--- config.mk ---
export PLATFORM = sky130hd
export DESIGN_NAME = wide_add_sequencer
export DESIGN_NICKNAME = d
export VERILOG_FILES = /design/src/rtl/wide_add_sequencer.sv
export SDC_FILE = /design/constraint.sdc
export NUM_CORES = 1
export LEC_CHECK = 0
export ABC_CLOCK_PERIOD_IN_PS = 3050
export BUFFER_PORTS_ARGS = -buffer_cell sky130_fd_sc_hd__buf_2
export CORE_MARGIN = 2
export CORE_UTILIZATION = 54
export DETAILED_ROUTE_END_ITERATION = 10
export PLACE_DENSITY = 0.88
export REMOVE_ABC_BUFFERS = 1
export SETUP_SLACK_MARGIN = 0.3
export SLEW_MARGIN = 0
export SYNTH_ARGS = -nofsm -noshare
export SYNTH_HDL_FRONTEND = slang
export SYNTH_SLANG_ARGS = --single-unit
--- constraint.sdc ---
create_clock -name clk -period 3.05 [get_ports clk]
set_input_delay 0.1525 -clock clk [delete_from_list [all_inputs] [get_ports clk]]
set_output_delay 0.1525 -clock clk [all_outputs]
set_load 0.005 [all_outputs]
--- src/rtl/wide_add_sequencer.sv ---
// Multi-cycle W-bit adder/subtractor that ripples one S-bit slice per clock.
// The operands are latched on accept, and the result is held in DONE until the consumer takes it.
module wide_add_sequencer #(
    parameter int W = 32,
    parameter int S = 8
) (
    input  logic         clk,
    input  logic         rst_n,
    input  logic         in_valid,
    output logic         in_ready,
    input  logic [W-1:0] a,
    input  logic [W-1:0] b,
    input  logic         sub,
    output logic         out_valid,
    input  logic         out_ready,
    output logic [W-1:0] sum,
    output logic         carry_out,
    output logic         overflow,
    output logic         zero
);
    localparam int N  = W / S;
    localparam int CW = ($clog2(N) < 1) ? 1 : $clog2(N);

    if ((W % S) != 0 || (W / S) < 2) begin : g_bad_params
        $error("wide_add_sequencer: W must be a multiple of S with W/S >= 2");
    end

    typedef enum logic [1:0] {
        IDLE = 2'd0,
        RUN  = 2'd1,
        DONE = 2'd2
    } state_t;

    state_t        state_q;
    logic [W-1:0]  a_q, b_q, sum_q;
    logic [CW-1:0] k_q;
    logic          carry_q, cout_q, ovf_q;

    logic [S-1:0]  a_sl, b_sl;
    logic [S:0]    slice_d;
    logic          last_slice, cin_msb;

    assign a_sl       = a_q[k_q*S +: S];
    assign b_sl       = b_q[k_q*S +: S];
    assign slice_d    = {1'b0, a_sl} + {1'b0, b_sl} + {{S{1'b0}}, carry_q};
    assign last_slice = (k_q == CW'(N - 1));
    // The carry into the MSB is recovered from the sum bit: s = a ^ b ^ cin.
    assign cin_msb    = a_sl[S-1] ^ b_sl[S-1] ^ slice_d[S-1];

    always_ff @(posedge clk) begin
        if (!rst_n) begin
            state_q <= IDLE;
            a_q     <= '0;
            b_q     <= '0;
            sum_q   <= '0;
            k_q     <= '0;
            carry_q <= 1'b0;
            cout_q  <= 1'b0;
            ovf_q   <= 1'b0;
        end else begin
            case (state_q)
                IDLE: begin
                    if (in_valid) begin
                        a_q     <= a;
                        // Subtraction is A + ~B + 1, so the +1 enters as the initial carry.
                        b_q     <= sub ? ~b : b;
                        carry_q <= sub;
                        k_q     <= '0;
                        sum_q   <= '0;
                        cout_q  <= 1'b0;
                        ovf_q   <= 1'b0;
                        state_q <= RUN;
                    end
                end
                RUN: begin
                    sum_q[k_q*S +: S] <= slice_d[S-1:0];
                    carry_q           <= slice_d[S];
                    if (last_slice) begin
                        cout_q  <= slice_d[S];
                        ovf_q   <= cin_msb ^ slice_d[S];
                        state_q <= DONE;
                    end else begin
                        k_q <= k_q + 1'b1;
                    end
                end
                DONE: begin
                    if (out_ready) state_q <= IDLE;
                end
                default: state_q <= IDLE;
            endcase
        end
    end

    assign in_ready  = (state_q == IDLE);
    assign out_valid = (state_q == DONE);
    assign sum       = sum_q;
    assign carry_out = cout_q;
    assign overflow  = ovf_q;
    assign zero      = (sum_q == '0);
endmodule

# == After elaboration in Yosys (flattened, before gate mapping) ==
# Index checks and enable logic that the tools add are counted.
# totals
regBits,103
in_bits,69
output_inout_bits,37
word_cells,53
# op_classes
add_sub_neg,4
eq_ne,7
shift,4
muxes,18
n_bitwise,4
reduce_logical,8
# ops
op,n
32-bit two-way mux,2
32-bit one-hot mux with 2 select lines,1
32-bit by 6-bit variable part select with 8-bit output,2
5-bit negator with 34-bit output,1
"8-bit by 34-bit variable shift with 32-bit output, first input constant",1
8-bit by 34-bit variable part select with 32-bit output,1
32-bit bitwise mux,1
32-bit logical NOT,1
32-bit inverter,1
2-bit two-way mux,5
8-bit by 8-bit adder with 9-bit output,1
9-bit by 1-bit adder with 9-bit output,1
3-bit AND reduction,3
"2-bit inequality test, second input constant",3
1-bit one-hot mux with 2 select lines,3
2-bit one-hot mux with 3 select lines,1
"2-bit equality test, second input constant",2
1-bit two-way mux,4
2-bit one-hot mux with 2 select lines,1
2-bit AND reduction,2
1-bit XOR,3
"2-bit by 1-bit adder with 2-bit output, second input constant",1
"2-bit by 1-bit equality test with 1-bit output, second input constant",1
2-bit logical NOT,1
2 further kinds,2

# == Depth between registers and ports, before layout ==
# Gate-level depths: netlist (run 1).
# depth
word_depth,7
ltp_mapped,10
mapped_depth_nobuf,9

# == Worst setup path after synthesis (run 1) ==
# Ideal clock, no wire load.
# synth_timing
path_type,reg2reg
from,register k_q[0]
to,register sum_q[14] (netlist: sum[14])
setup_ns,0.125
arrival_ns,2.634
required_time_ns,2.925
path_slack_ns,0.291
path_stages_with_launch,11
n_path_buf,1
synth_period_minus_slack_ns,2.759
cell_sequence,dfxtp_1 > buf_2 > mux4_2 > fa_1 > inv_1 > fa_1 > nand2b_1 > a21oi_1 > a31oi_1 > xor2_1 > o21ai_1
# synth_between
elab_chain_len,6
word_cells_on_any_way,9
cone_classes,3 x add/sub; 4 x shift; 2 x mux
# synth_lines
element,line,source
start: declaration,36,logic [CW-1:0] k_q;
start signal: assignment,83,k_q <= k_q + 1'b1;
32-bit by 6-bit variable part select with 8-bit output (on tied branches),"43, 44",
8-bit by 8-bit adder with 9-bit output,45,"assign slice_d = {1'b0, a_sl} + {1'b0, b_sl} + {{S{1'b0}}, carry_q};"
9-bit by 1-bit adder with 9-bit output,45,
8-bit by 34-bit variable part select with 32-bit output,76,sum_q[k_q*S +: S] <= slice_d[S-1:0];
32-bit bitwise mux (*),76,
32-bit one-hot mux with 2 select lines (*),61,case (state_q)
end signal: indexed assignment,76,
end: declaration,35,"logic [W-1:0] a_q, b_q, sum_q;"
# Every way passes the cells marked *; elsewhere a longest branch is shown, timed or not.
# A chain may end at the register's enable or synchronous reset.

# == Worst setup path after layout (run 1) ==
# layout_timing
from,register k_q[1]
to,register sum_q[7] (netlist: sum[7])
# The elaborated chain is that of the path after synthesis.

==> metrics.log, run 1 <==
INFO  metric area_delta_synth_final = 17.99%
INFO  metric p_seq_frac = 0.526
INFO  metric pre_cts_ws = around 230 ps
INFO  metric numPortBuffers = about 110
INFO  metric num_vias = about 4000
INFO  metric cts_made_buffers = 9
INFO  metric grt_antenna_before_repair = 0
INFO  metric cts_tree = done
INFO  metric report.final.slew_viol_count = 0
INFO  metric number_of_max_cap_violations = 0
INFO  metric worst-endpoint-arrival = a little under 3000 ps
INFO  metric setup_slack = ~340 ps
INFO  metric result_of_the_run = finished clean
INFO  metric overall_die_area = about 9500 um^2
INFO  metric final_min_period_over_clock_period = 0.8897
INFO  metric yosys.cell_types.count = 40
INFO  metric synth_xor_area_frac = 0.07245
INFO  metric clk_transition_reported_paths = about 100 ps
INFO  metric synthTopCellsByArea = sky130_fd_sc_hd__dfxtp_1, sky130_fd_sc_hd__mux4_2, sky130_fd_sc_hd__xnor2_1
INFO  metric cpMaxStageDelayCell = sky130_fd_sc_hd__mux4_2
INFO  metric synthMostInstantiatedCell = sky130_fd_sc_hd__dfxtp_1
INFO  metric vdd.ir_drop.worst = 258.2 uV
INFO  metric worst-r2r-setup-slack = approximately 340 ps
INFO  metric ys_seq_area_frac = 0.4374
INFO  metric crit_path_max_fanout = 14
INFO  metric relSlewSlack = 0.2722
INFO  metric clock-root-buffer = sky130_fd_sc_hd__clkbuf_8
INFO  metric final_core_occ = 0.6474
INFO  metric achievable-frequency = ~370 MHz
INFO  metric detail_route.first_pass.iterations = 5
INFO  metric grt_max_degree = 102
INFO  metric async_reset_ff_frac = 0
INFO  metric static-leakage-power = around 2.2 nW
INFO  metric p_total = roughly 2.8 mW
INFO  metric cts-htree-levels = 3
INFO  metric comb_power_frac = 0.178
INFO  metric worst-slew-pin-transition = about 1100 ps
INFO  metric fp.dieW = slightly below 100 um
INFO  metric drc = 0
INFO  metric netSwitchingFraction = 0.2886
INFO  metric pin_count = roughly 110
INFO  metric max-clock-path-buffers = 2
INFO  metric place.detailed.hpwl = 7997 um
INFO  metric clk-insertion-delay-late = 380 ps
INFO  metric synth.cells.most_frequent = sky130_fd_sc_hd__dfxtp_1, sky130_fd_sc_hd__nand2_1, sky130_fd_sc_hd__nor2_1
INFO  metric drt-wirelength-per-cell = roughly 16 um
INFO  metric yosys-mux-area-fraction = 0.07856
INFO  metric postSynthAreaPerCell = roughly 9.2 um^2
INFO  metric crit_required = approximately 3300 ps
INFO  metric globalRouteTotalUtil = 0.2356
INFO  metric critical-path-max-stage-delay = roughly 520 ps
INFO  metric post_cts_setup_repair_bufs = 0
INFO  metric multi_input_comb_area = 2485 um^2
INFO  metric grt_overflow = 0
INFO  metric period_needed = between 2000 and 3000 ps
INFO  metric timing.setup.critical_path_class = reg -> reg
INFO  metric syn_area = ~4700 um^2
INFO  metric finalSetupViolations = 0
INFO  metric final_cell_area = between 5000 and 6000 um^2
INFO  metric powerDensity = approximately 500 nW/um^2
INFO  metric fp.dieH = 97.44 um
INFO  metric floorplan.core_area = roughly 8600 um^2
INFO  metric post_synth_fa_ha_maj_area_fraction = 0.03769
INFO  metric detail_route.vias_per_cell = roughly 5.7
INFO  metric critical-path-top-cell-by-count = sky130_fd_sc_hd__a21oi_1
INFO  metric first_global_vias = between 3000 and 4000
INFO  metric final.fill_count = 683
INFO  metric power.net_switching = 0.7995 mW
INFO  metric start_kind = flip-flop
INFO  metric number_of_enable_type_register_cells_in_the_synthesized_netlist = 0
INFO  metric endpoint_kind = flip-flop
INFO  metric synth_top_family_by_area = simple AND/OR/NAND/NOR gates
INFO  metric fin_setup_tns = 0 ps
INFO  metric grt_pass1_wl = 18330 um
INFO  metric power_frac_clock = 0.296
INFO  metric final.setup_skew = 8.690 ps
INFO  metric rsz_0062_raised_after_global_routing = yes
INFO  metric ys_warn_count = 0
INFO  metric finalNetCount = about 690
INFO  metric dominant_cell_type_by_area_after_synthesis = sky130_fd_sc_hd__dfxtp_1
INFO  metric placement.cell_area = 5269 um^2
INFO  metric final_hold_viol_count = 0
INFO  metric drt-total-wl = about 11000 um
INFO  metric timing.critical_path.cells = buf_6, mux4_2, ha_1, a21oi_1, a21oi_1, and3b_1, xor2_2, o21ai_1
INFO  metric netlist_instances = between 500 and 600
INFO  metric synthFlopType = sky130_fd_sc_hd__dfxtp_1
INFO  metric cts.sinks = a little over 100
INFO  metric postRouteAntennaNets = 0
INFO  metric layout.area.seq = slightly above 2000 um^2
INFO  metric std_cell_rows = 34
INFO  metric num_antenna_cells = 0
INFO  metric floorplan.initialDensity = 0.5486
INFO  metric final_layout_size_suffix_gt1_frac = 0.2644
INFO  metric post_synthesis_compound_gate_area_fraction = 0.1616
INFO  metric intPower = between 1.5 and 2 mW
INFO  metric min_path_type = in -> reg
INFO  metric rd_place_congestion = 0.8454
INFO  metric drt_first_iter_violations = around 240
INFO  metric yosys.area.top_type_share = 0.4374
INFO  metric postSynthRegisterBits = 103
INFO  metric synth-simple-area-share = 0.1706
==> per-layer routing <==
layer | global-route usage | wire length, um
met3 | 0.03885 | 850
met4 | 0.09722 | 177
met5 | 0 | 0
met2 | 0.3682 | 5230
met1 | 0.3274 | 4866
==> path summary, 6_finish.rpt <==
path	start	to	cells after the start
min	a[6]	a_q[6]	3
max reg2reg	k_q[1]	sum[7]	8
min reg2reg	a_q[8]	a_q[8]	2
max	k_q[1]	sum[7]	8
==> registers in the layout (all words and copies together) (netlist names) <==
register   flops
b_q           32
carry_out      1
state_q        2
a_q           32
sum           32
overflow       1
k_q            2
carry_q        1
==> cells in the final DEF (no fill, tap or decap), types with 8 or more instances in the layout <==
cell / count
sky130_fd_sc_hd__xnor2_1: 33
sky130_fd_sc_hd__mux4_2: 16
sky130_fd_sc_hd__a21oi_1: 38
sky130_fd_sc_hd__nand2_1: 74
sky130_fd_sc_hd__a22oi_1: 22
sky130_fd_sc_hd__nor2_1: 63
sky130_fd_sc_hd__a211oi_1: 33
sky130_fd_sc_hd__clkbuf_8: 11
sky130_fd_sc_hd__nor4_1: 8
sky130_fd_sc_hd__nand3_1: 15
sky130_fd_sc_hd__ha_1: 10
sky130_fd_sc_hd__inv_1: 8
sky130_fd_sc_hd__buf_2: 105
sky130_fd_sc_hd__o21ai_1: 12
sky130_fd_sc_hd__dfxtp_1: 101
==> worst max-delay path, delay by kind of cell (launching register included) <==
| family | cells | cell delay (ps) |
|---|---|---|
| XOR/XNOR | 1 | 250 |
| buffers and inverters | 1 | 190 |
| AND/OR/NAND/NOR | 1 | 320 |
| flip-flops | 1 | 410 |
| adder cells (fa/ha/maj) | 1 | 360 |
| multiplexers | 1 | 520 |
| AO/OA/AOI/OAI | 3 | 550 |
==> cell families (layout without fill, tap and decap cells) <==
logic type | after synthesis | in the layout
xor+xnor | 39 | 39
flops | 103 | 103
buf+inv | 44 | 141
simple gates | 178 | 178
compound gates | 118 | 118
mux | 17 | 17
fa+ha+maj | 13 | 13
==> layout make-up <==
class,instances,share of cell area
multi-input cells,365,0.4467
clock buffers,11,0.02722
flip-flops and latches,103,0.3720
clock inverters,5,0.007422
repair buffers,116,0.1163
inverters,9,0.006073
well taps,108,0.02429
==> power groups by stage <==
stage	Clock [mW]	Combinational, mW	Sequential [mW]
after global routing	0.887	0.545	1.46
final	0.821	0.493	1.46
after detailed placement	0	0.472	1.49
after CTS	0.829	0.484	1.46
after global placement	0	0.454	1.48
after floorplan	0	0.312	1.48
==> per-stage QoR <==
step                hold slack (ps)  cells
global route                  3.708    717
floorplan                     288.5    477
global placement              395.3    695
finish                        9.659    717
detailed placement            403.6    695
CTS                          0.4780    717
==> timing repair <==
item | CTS | global route
endpoints found under the hold margin | 6 | 0
pin swaps | 0 | 1
cloned | 0 | 0
endpoints found under the setup margin | 19 | 22
hold buffers | 6 | 0
resized for setup | 4 | 8
No activity file was read; power rests on OpenSTA's default activity.
==> run 2: changes to the inputs <==
- ABC_CLOCK_PERIOD_IN_PS: 3050 -> 2150
- CORE_UTILIZATION: 54 -> 49
- PLACE_DENSITY: 0.88 -> 0.84
- clock period: 3.05 -> 2.15 ns (I/O delays scaled with it)
==> metrics.log, run 2 (same netlist as run 1, synthesis figures left out) <==
INFO  metric finalSetupViolations = 31 (+31)
INFO  metric clk_transition_reported_paths = 100 ps (about the same)
INFO  metric num_antenna_cells = 0 (unchanged)
INFO  metric clock-root-buffer = sky130_fd_sc_hd__clkbuf_8
INFO  metric clk-insertion-delay-late = 380 ps (about the same)
INFO  metric p_total = 4.316 mW (+56%)
INFO  metric worst_hold_path.num_cells = 3 (unchanged)
INFO  metric result_of_the_run = finished, violations left
INFO  metric grt_max_degree = 63 (-38%)
INFO  metric drt-total-wl = 14100 um (+27%)
INFO  metric final_hold_viol_count = 1 (+1)
INFO  metric cts-htree-levels = 3 (unchanged)
INFO  metric final_min_period_over_clock_period = 1.182 (+0.2919)
INFO  metric drc = 0 (unchanged)
INFO  metric powerDensity = 665.5 nW/um^2 (+34%)
INFO  metric floorplan.core_area = 9284 um^2 (+8.0%)
INFO  metric floorplan.initialDensity = 0.5078 (-0.04081)
INFO  metric worst-r2r-cell-count = 9 (+1)
INFO  metric final.fill_count = 648 (-5.1%)
INFO  metric detail_route.vias_per_cell = 5.698 (-0.64%)
INFO  metric rsz_0062_raised_after_global_routing = yes
INFO  metric setup_slack = -390.5 ps (-726.9 ps)
INFO  metric report.final.slew_viol_count = 0 (unchanged)
INFO  metric cts.sinks = 103 (unchanged)
INFO  metric finalNetCount = 745 (+8.6%)
INFO  metric global_route.usage.met1 = 0.3203 (-0.007147)
INFO  metric endpoint_kind = flip-flop
INFO  metric worst-endpoint-arrival = 2820 ps (-160 ps)
INFO  metric max-clock-path-buffers = 2 (unchanged)
INFO  metric grt_overflow = 0 (unchanged)
INFO  metric layout.cells.most_common_list = sky130_fd_sc_hd__buf_2, sky130_fd_sc_hd__dfxtp_1, sky130_fd_sc_hd__nand2_1, sky130_fd_sc_hd__nor2_1, sky130_fd_sc_hd__a21oi_1
INFO  metric crit_required = 2430 ps (-880 ps)
INFO  metric final.setup_skew = 9.188 ps (+0.4979 ps)
INFO  metric final_layout_size_suffix_gt1_frac = 0.3598 (+0.09545)
INFO  metric rd_place_congestion = 0.9069 (+7.3%)
INFO  metric postRouteAntennaNets = 0 (unchanged)
INFO  metric gr-max-usage-layer = met2
INFO  metric layout.area.seq = 2067 um^2 (-0.12%)
INFO  metric area_delta_synth_final = 37.55%
INFO  metric std_cell_rows = 35 (+2.9%)
INFO  metric static-leakage-power = 2.570 nW (+16%)
INFO  metric period_needed = 2540 ps (-173.1 ps)
INFO  metric min_path_type = in -> reg
INFO  metric fp.dieH = 102.1 um (+4.8%)
INFO  metric fin_hold_ws = -7.381 ps (-17.04 ps)
INFO  metric num_vias = 4536 (+10%)
INFO  metric fp.dieW = 102.1 um (+4.8%)
INFO  metric cts_made_buffers = 9 (unchanged)
INFO  metric place_inst = 737 (+6.0%)
INFO  metric worst-slew-pin-transition = 641.3 ps (-447.8 ps)
INFO  metric drt-wirelength-per-cell = 17.71 um (+14%)
INFO  metric number_of_max_cap_violations = 0 (unchanged)
INFO  metric achievable-frequency = 393.6 MHz (+6.8%)
INFO  metric grt_pass1_wl = 21320 um (+16%)
INFO  metric cts_tree = done
INFO  metric final_core_occ = 0.6985 (+0.05117)
INFO  metric grt_antenna_before_repair = 0 (unchanged)
INFO  metric detail_route.first_pass.iterations = 5 (unchanged)
INFO  metric global_route.usage.met3 = 0.05335 (+0.01450)
INFO  metric mostFrequentLayoutCell = sky130_fd_sc_hd__buf_2
INFO  metric final_cell_count_no_fill = 796 (+11%)
INFO  metric drt_first_iter_violations = 315 (+30%)
INFO  metric relSlewSlack = 0.5725 (+0.3003)
INFO  metric pin_count = 106 (unchanged)
INFO  metric use_met2 = 0.4565 (+0.08831)
INFO  metric numPortBuffers = 105 (unchanged)
INFO  metric timing.setup.critical_path_class = reg -> reg
INFO  metric globalRouteTotalUtil = 0.2655 (+0.02983)
INFO  metric place.detailed.hpwl = 8737 um (+9.2%)
INFO  metric violated_checks = negative hold slack, negative setup slack
INFO  metric multi_input_comb_area = 2800 um^2 (+13%)
INFO  metric vdd.ir_drop.worst = 407.7 uV (+58%)
INFO  metric start_kind = flip-flop
INFO  metric first_global_vias = 4331 (+11%)
INFO  metric crit_path_max_fanout = 6 (-8)
INFO  metric overall_die_area = 10420 um^2 (+9.8%)
run 2: cell count changes in the layout (fill, tap and decap cells not counted), moves of 8 or more:
cell / previous run / this run
sky130_fd_sc_hd__buf_4: 2 / 26
sky130_fd_sc_hd__a22oi_1: 22 / 5
sky130_fd_sc_hd__ha_1: 10 / 2
sky130_fd_sc_hd__a22oi_2: 0 / 17
sky130_fd_sc_hd__dlygate4sd3_1: 6 / 29
sky130_fd_sc_hd__ha_4: 0 / 9
sky130_fd_sc_hd__buf_6: 1 / 9
run 2: path summary, 6_finish.rpt:
kind | start | slack, ps | end
worst max-delay path | k_q[0] | -390 | overflow
worst min-delay path | a[18] | -7 | a_q[18]
worst max register to register | k_q[0] | -390 | overflow
worst min register to register | a_q[26] | 460 | a_q[26]
run 2: what timing repair did:
action,in CTS,in global routing
pin swaps,17,20
cloned,0,0
resized for setup,49,31
hold endpoints to repair,29,0
hold buffers,29,0
setup endpoints to repair,35,34
setup buffers,7,8
run 2: worst max-delay path, cell delays in order (launching register included):
cell and delay [ps]:
sky130_fd_sc_hd__dfxtp_4 390, sky130_fd_sc_hd__buf_4 130, sky130_fd_sc_hd__buf_12 120, sky130_fd_sc_hd__mux4_2 540
sky130_fd_sc_hd__ha_4 310, sky130_fd_sc_hd__nand4_1 150, sky130_fd_sc_hd__a211oi_2 310, sky130_fd_sc_hd__nor2_1 100
sky130_fd_sc_hd__xor2_1 170, sky130_fd_sc_hd__a32o_1 210
run 2: layout make-up:
type,count,area share
Clock buffer,9,0.01910
Clock inverter,6,0.01100
Inverter,9,0.005981
Multi-Input combinational cell,365,0.4318
Sequential cell,103,0.3187
Tap cell,129,0.02489
Timing Repair Buffer,175,0.1885
run 2: power breakdown:
part | switching (mW) | leakage (nW) | internal, mW
Clock | 0.692 | 0.0919 | 0.540
Sequential | 0.0619 | 0.844 | 2.00
Combinational | 0.537 | 1.63 | 0.481
run 2: per-stage QoR:
step	TNS, ps	worst slack, ps	cell area [um^2]	hold WS (ps)
finish	-8642	-390.5	6485	-7.381
global placement	-8199	-389.5	5478	356.8
CTS	-4411	-276.8	6264	0.8315
detailed placement	-10780	-522.0	5478	360.3
floorplan	-176980	-2458	4552	243.5
global route	-10600	-468.5	6485	10.40
run 2: per-layer routing:
layer,wire (um),up-vias
met3,1002,65
met4,636,0
met5,0,-
met1,5564,2123
li1,-,2110
met2,6894,238
